==> src/rtl/instruction_encoder.sv <==
// Instruction encoder: packs opcode/field tuples into 16-bit words and queues
// legal words, each tagged with a sequential word address; illegal tuples are
// consumed, dropped and reported through the err_* outputs.
module instruction_encoder #(
   parameter int unsigned FIFO_DEPTH = 4,
   parameter int unsigned ADDR_W     = 8,
   parameter int unsigned ERRCNT_W   = 8
) (
   input  logic                               clk,
   input  logic                               rst,
   input  logic                               in_valid,
   output logic                               in_ready,
   input  logic [3:0]                         in_opcode,
   input  logic [2:0]                         in_rd,
   input  logic [2:0]                         in_rs1,
   input  logic [2:0]                         in_rs2,
   input  logic [6:0]                         in_imm,
   input  logic [5:0]                         in_nzimm,
   input  logic [8:0]                         in_offset,
   output logic                               out_valid,
   input  logic                               out_ready,
   output logic [15:0]                        out_instr,
   output logic [ADDR_W-1:0]                  out_addr,
   output logic                               err_valid,
   output logic [3:0]                         err_opcode,
   output logic [ERRCNT_W-1:0]                err_count,
   output logic [$clog2(FIFO_DEPTH+1)-1:0]    fifo_level
);

   localparam int unsigned PTR_W = (FIFO_DEPTH > 1) ? $clog2(FIFO_DEPTH) : 1;
   localparam int unsigned LVL_W = $clog2(FIFO_DEPTH + 1);

   typedef enum logic [1:0] {
      ST_EMPTY   = 2'd0,
      ST_PARTIAL = 2'd1,
      ST_FULL    = 2'd2
   } fifo_st_t;

   fifo_st_t           st_q, st_nxt;
   logic [15:0]        mem_instr [FIFO_DEPTH];
   logic [ADDR_W-1:0]  mem_addr  [FIFO_DEPTH];
   logic [PTR_W-1:0]   rd_ptr, wr_ptr, rd_nxt;
   logic [ADDR_W-1:0]  addr_cnt;
   logic [LVL_W-1:0]   lvl_nxt, remain;

   logic               legal;
   logic [15:0]        word;
   logic               accept, push, drop, pop;
   logic [15:0]        head_instr_nxt;
   logic [ADDR_W-1:0]  head_addr_nxt;

   // Field packing and legality check for the presented tuple
   always_comb begin
      legal = 1'b0;
      word  = 16'h0000;
      case (in_opcode)
         4'b0010, 4'b0100, 4'b0110, 4'b0111: begin
            legal = 1'b1;
            word  = {in_opcode, in_rd, in_rs1, in_rs2, 3'b000};
         end
         4'b0000, 4'b0001, 4'b0101: begin
            legal = 1'b1;
            word  = {in_opcode, in_rd, 2'b00, in_imm};
         end
         4'b0011, 4'b1000, 4'b1001: begin
            legal = (in_nzimm != 6'd0);
            word  = {in_opcode, in_rd, in_rs1, in_nzimm};
         end
         4'b1010, 4'b1011: begin
            legal = 1'b1;
            word  = {in_opcode, in_rs1, in_offset};
         end
         default: begin
            legal = 1'b0;
            word  = 16'h0000;
         end
      endcase
   end

   // Handshake decode and next FIFO occupancy / state / head
   always_comb begin
      accept = in_valid && (st_q != ST_FULL);
      push   = accept && legal;
      drop   = accept && !legal;
      pop    = (st_q != ST_EMPTY) && out_ready;

      lvl_nxt = fifo_level;
      if (push && !pop) begin
         lvl_nxt = fifo_level + LVL_W'(1);
      end else if (!push && pop) begin
         lvl_nxt = fifo_level - LVL_W'(1);
      end

      st_nxt = ST_PARTIAL;
      if (lvl_nxt == '0) begin
         st_nxt = ST_EMPTY;
      end else if (lvl_nxt == LVL_W'(FIFO_DEPTH)) begin
         st_nxt = ST_FULL;
      end

      rd_nxt = pop ? (rd_ptr + PTR_W'(1)) : rd_ptr;
      remain = pop ? (fifo_level - LVL_W'(1)) : fifo_level;

      // The head is either an entry already stored or, if nothing older
      // remains, the word being pushed this cycle; empty holds the last value.
      head_instr_nxt = out_instr;
      head_addr_nxt  = out_addr;
      if (lvl_nxt != '0) begin
         if (push && (remain == '0)) begin
            head_instr_nxt = word;
            head_addr_nxt  = addr_cnt;
         end else begin
            head_instr_nxt = mem_instr[rd_nxt];
            head_addr_nxt  = mem_addr[rd_nxt];
         end
      end
   end

   // FIFO storage array, written at the tail on every legal accept
   always_ff @(posedge clk) begin
      if (push) begin
         mem_instr[wr_ptr] <= word;
         mem_addr[wr_ptr]  <= addr_cnt;
      end
   end

   // Control state, pointers, registered outputs and error reporting
   always_ff @(posedge clk) begin
      if (rst) begin
         st_q       <= ST_EMPTY;
         rd_ptr     <= '0;
         wr_ptr     <= '0;
         addr_cnt   <= '0;
         fifo_level <= '0;
         in_ready   <= 1'b1;
         out_valid  <= 1'b0;
         out_instr  <= 16'h0000;
         out_addr   <= '0;
         err_valid  <= 1'b0;
         err_opcode <= 4'h0;
         err_count  <= '0;
      end else begin
         st_q       <= st_nxt;
         rd_ptr     <= rd_nxt;
         fifo_level <= lvl_nxt;
         in_ready   <= (st_nxt != ST_FULL);
         out_valid  <= (st_nxt != ST_EMPTY);
         out_instr  <= head_instr_nxt;
         out_addr   <= head_addr_nxt;
         if (push) begin
            wr_ptr   <= wr_ptr + PTR_W'(1);
            addr_cnt <= addr_cnt + ADDR_W'(1);
         end
         err_valid <= drop;
         if (drop) begin
            err_opcode <= in_opcode;
            if (err_count != '1) begin
               err_count <= err_count + ERRCNT_W'(1);
            end
         end
      end
   end

endmodule

==> config.mk <==
export PLATFORM = sky130hd
export DESIGN_NAME = instruction_encoder
export DESIGN_NICKNAME = d
export VERILOG_FILES = /design/src/rtl/instruction_encoder.sv
export SDC_FILE = /design/constraint.sdc
export NUM_CORES = 1
export LEC_CHECK = 0
export ABC_AREA = 0
export ABC_CLOCK_PERIOD_IN_PS = 4600
export CELL_PAD_IN_SITES_DETAIL_PLACEMENT = 0
export CELL_PAD_IN_SITES_GLOBAL_PLACEMENT = 2
export CORE_ASPECT_RATIO = 0.6
export CORE_MARGIN = 1.5
export CORE_UTILIZATION = 42
export DETAILED_ROUTE_END_ITERATION = 8
export PLACE_DENSITY = 0.82
export SETUP_SLACK_MARGIN = 0.15
export SLEW_MARGIN = 30
export SYNTH_ARGS = -nofsm -noshare
export SYNTH_HDL_FRONTEND = slang
export SYNTH_SLANG_ARGS = --single-unit
==> constraint.sdc <==
create_clock -name clk -period 4.6 [get_ports clk]
set_clock_uncertainty 0.1 [all_clocks]
set_input_delay 0.69 -clock clk [delete_from_list [all_inputs] [get_ports clk]]
set_output_delay 0.69 -clock clk [all_outputs]
set_load 0.02 [all_outputs]
==> reports/qor.csv <==
stage,metric,value,unit
yosys,synthArstFlopShare,0,%
global_routing,grt_max_degree,52,
cts,cts_sinks,152,
flow_run,maxCapViolations,0,
floorplanning,ios,81,
global_routing,grt_pass1_wl,29080,µm
placed_design,io_buffers,80,
cts,hold_buffers,0,
floorplanning,coreArea,17970,µm²
outcome,status,"finished, final reports clean",
floorplanning,die_w,177.5,µm
pwr,p_comb_share,35.0,%
cts,clk_pin_slew,0.07,ns
setup_path,path_class,in -> reg,
cts,clock_path_buffers,2,
sta,hold_ws,0.3608,ns
cts,cts_tree,done,
cts,cts_buffers,17,
finish,layout.nets,736,
routing,drc_errors,0,
pwr,clkPwrFrac,28.4,%
yosys,syn_inst,617,
finish,stdcell_count,942,
global_routing,overflow,0,
yosys,synth_cell_types,53,
finish,area_growth,20.46,%
routing,wire_per_inst,19.46,µm
pwr,p_per_area,518.7,nW/µm²
floorplanning,start_util,42.71,%
sta,slew-limit-headroom,42.68,%
yosys,synthFlopType,edfxtp_1,
pwr,p_leak,3.570,nW
min_path,hold_path_class,reg -> reg,
finish,fin_util,51.45,%
cts,clkLatencyLatePin,0.41,ns
yosys,syn-mean-instance-area,12.44,µm²
sta,finalHoldViolations,0,
pwr,seqPwrFrac,36.6,%
sta,setup_ws,1.306,ns
setup_path,worst_setup_path_start_kind,primary input,
yosys,yosysWarnings,0,
floorplanning,dieArea,19120,µm²
finish,design_area,9246,µm²
routing,vias_per_cell,5.511,
placed_design,dp.cells,910,
cts,post_cts_resized,0,
placed_design,place_area,8677,µm²
setup_path,critPathRequiredTime,4.85,ns
sta,setup_viol,0,
yosys,seq_area_frac_synth,52.16,%
global_routing,grt_pass1_vias,5230,
setup_path,crit_path_end_kind,flop,
placed_design,gp_congestion,0.8152,
sta,min_period,3.294,ns
finish,n_fill_cell,1562,
setup_path,arrival,3.54,ns
sta,max_clock_freq,0.3036,GHz
routing,drt-initial-drc-count,261,
finish,final_common_cell,mux2i_1,
finish,drive_gt1_share,12.11,%
pwr,p_int,3.180,mW
pwr,p_sw_share,33.70,%
finish,final_cell_mix,"126 x mux2i_1, 96 x edfxtp_1, 80 x clkdlybuf4s50_1, 76 x nand2_1, 55 x dfxtp_1",
cts,post_cts_buffers,0,
setup_path,worstPathMaxFanout,25,
pwr,finalPower,4.796,mW
yosys,ys_ff_latch,152,
placed_design,dp_hpwl,11970,µm
global_routing,antenna_found_initial,0,
sta,worst_pin_slew,0.8586,ns
placed_design,dp_slack,0.9155,ns
floorplanning,rows,38,
cts,htreeDepth,4,
global_routing,grtUsageTotal,20.46,%
finish,insertedDiodeCount,0,
sta,post-route-period-util,71.61,%
yosys,synthesis.area,7676,µm²
sta,rsz0062_at_grt,false,
routing,antenna_left,0,
routing,drt-total-wl,18330,µm
routing,vias,5191,
cts,cts_root_buffer,clkbuf_16,
sta,tns,0,ns
floorplanning,die_h,107.7,µm
yosys,syn-num-nets,664,
yosys,synth_edf_count,96,
routing,dr.pass1.iters,6,
pwr,vdd_ir_drop_max,0.0002925,V
sta,drv_slew,0,
pwr,switchingPower,1.616,mW
[worst max-delay path: stages]
cell	delay, ns
clkdlybuf4s50_1	0.71
and4bb_2	0.34
a21oi_1	0.40
nor4_1	0.13
a311oi_2	0.35
and3_1	0.21
buf_4	0.42
mux2i_1	0.25
[cells in the mapped netlist (3+ instances only)]
cell type | instances | area share, %
buf_6 | 4 | 0.59
o21a_1 | 4 | 0.39
nand2_1 | 76 | 3.7
o211ai_1 | 24 | 2.3
nor3_1 | 9 | 0.59
buf_4 | 3 | 0.29
inv_1 | 14 | 0.68
clkbuf_1 | 14 | 0.68
nand4_1 | 3 | 0.24
nor3b_1 | 3 | 0.29
a21oi_1 | 13 | 0.85
dfxtp_1 | 56 | 15
and2_1 | 6 | 0.49
a31oi_1 | 3 | 0.24
xor2_1 | 3 | 0.34
buf_2 | 16 | 1.0
nand3_1 | 10 | 0.65
nor4_1 | 5 | 0.41
o21ai_0 | 8 | 0.52
mux2i_1 | 126 | 16
a222oi_1 | 5 | 0.65
nor2_1 | 24 | 1.2
nor2b_1 | 3 | 0.24
a221o_1 | 3 | 0.39
edfxtp_1 | 96 | 38
buf_1 | 3 | 0.15
mux4_2 | 24 | 7.0
xnor2_1 | 17 | 1.9
o22ai_1 | 6 | 0.49
ha_1 | 8 | 1.3
[power groups by stage]
| stage | clock network [mW] | registers (mW) | logic [mW] |
|---|---|---|---|
| after global placement | 0 | 1.78 | 1.64 |
| final | 1.36 | 1.76 | 1.68 |
| after CTS | 1.38 | 1.76 | 1.69 |
| after global routing | 1.45 | 1.78 | 1.81 |
| after floorplan | 0 | 1.82 | 1.22 |
| after detailed placement | 0 | 1.78 | 1.68 |
[final timing paths]
check                                          startpoint                    endpoint  slack [ns]  cells past startpoint
worst max register to register   fifo_level[0]$_SDFF_PP0_  out_instr[13]$_SDFFE_PP0P_        1.90                      8
worst min register to register  out_instr[3]$_SDFFE_PP0P_   out_instr[3]$_SDFFE_PP0P_        0.36                      2
worst max-delay path                         in_opcode[2]    out_addr[1]$_SDFFE_PP0P_        1.31                      8
worst min-delay path            out_instr[3]$_SDFFE_PP0P_   out_instr[3]$_SDFFE_PP0P_        0.36                      2
[sequential cells by signal, indices dropped and copies added, names as in the netlist]
name and cells:
mem_addr 32, err_opcode 4, mem_instr 64, out_valid 1, fifo_level 3, err_count 8
rd_ptr 2, st_q 2, in_ready 1, out_instr 16, err_valid 1, out_addr 8
wr_ptr 2, addr_cnt 8
[metal layers]
layer | wire length (µm) | track usage, %
met4 | 110 | 4.802
met1 | 9249 | 29.06
met5 | 0 | 0
met3 | 696 | 3.672
met2 | 8278 | 32.48
[area by class of cell]
| type | instances | area [µm²] | share of cell area (%) |
|---|---|---|---|
| Sequential cell | 152 | 4005 | 43.32 |
| Multi-Input combinational cell | 408 | 3367 | 36.41 |
| Timing Repair Buffer | 96 | 953.4 | 10.31 |
| Clock buffer | 18 | 429.2 | 4.641 |
| Tap cell | 240 | 300.3 | 3.248 |
| Clock inverter | 14 | 138.9 | 1.502 |
| Inverter | 14 | 52.55 | 0.5683 |
[logic make-up (layout without fill, tap and decap cells)]
group	count (synthesis)	in the layout	share of synthesized area [%]
DFF	152	152	52.16
muxes	151	151	23.62
buffers and inverters	57	142	4.075
xor gates and xnor gates	20	20	2.282
adders and majority gates	8	8	1.304
and+or+nand+nor	152	152	9.128
AOI/OAI and AO/OA	77	77	7.433
Power figures use the tool's default switching activity.
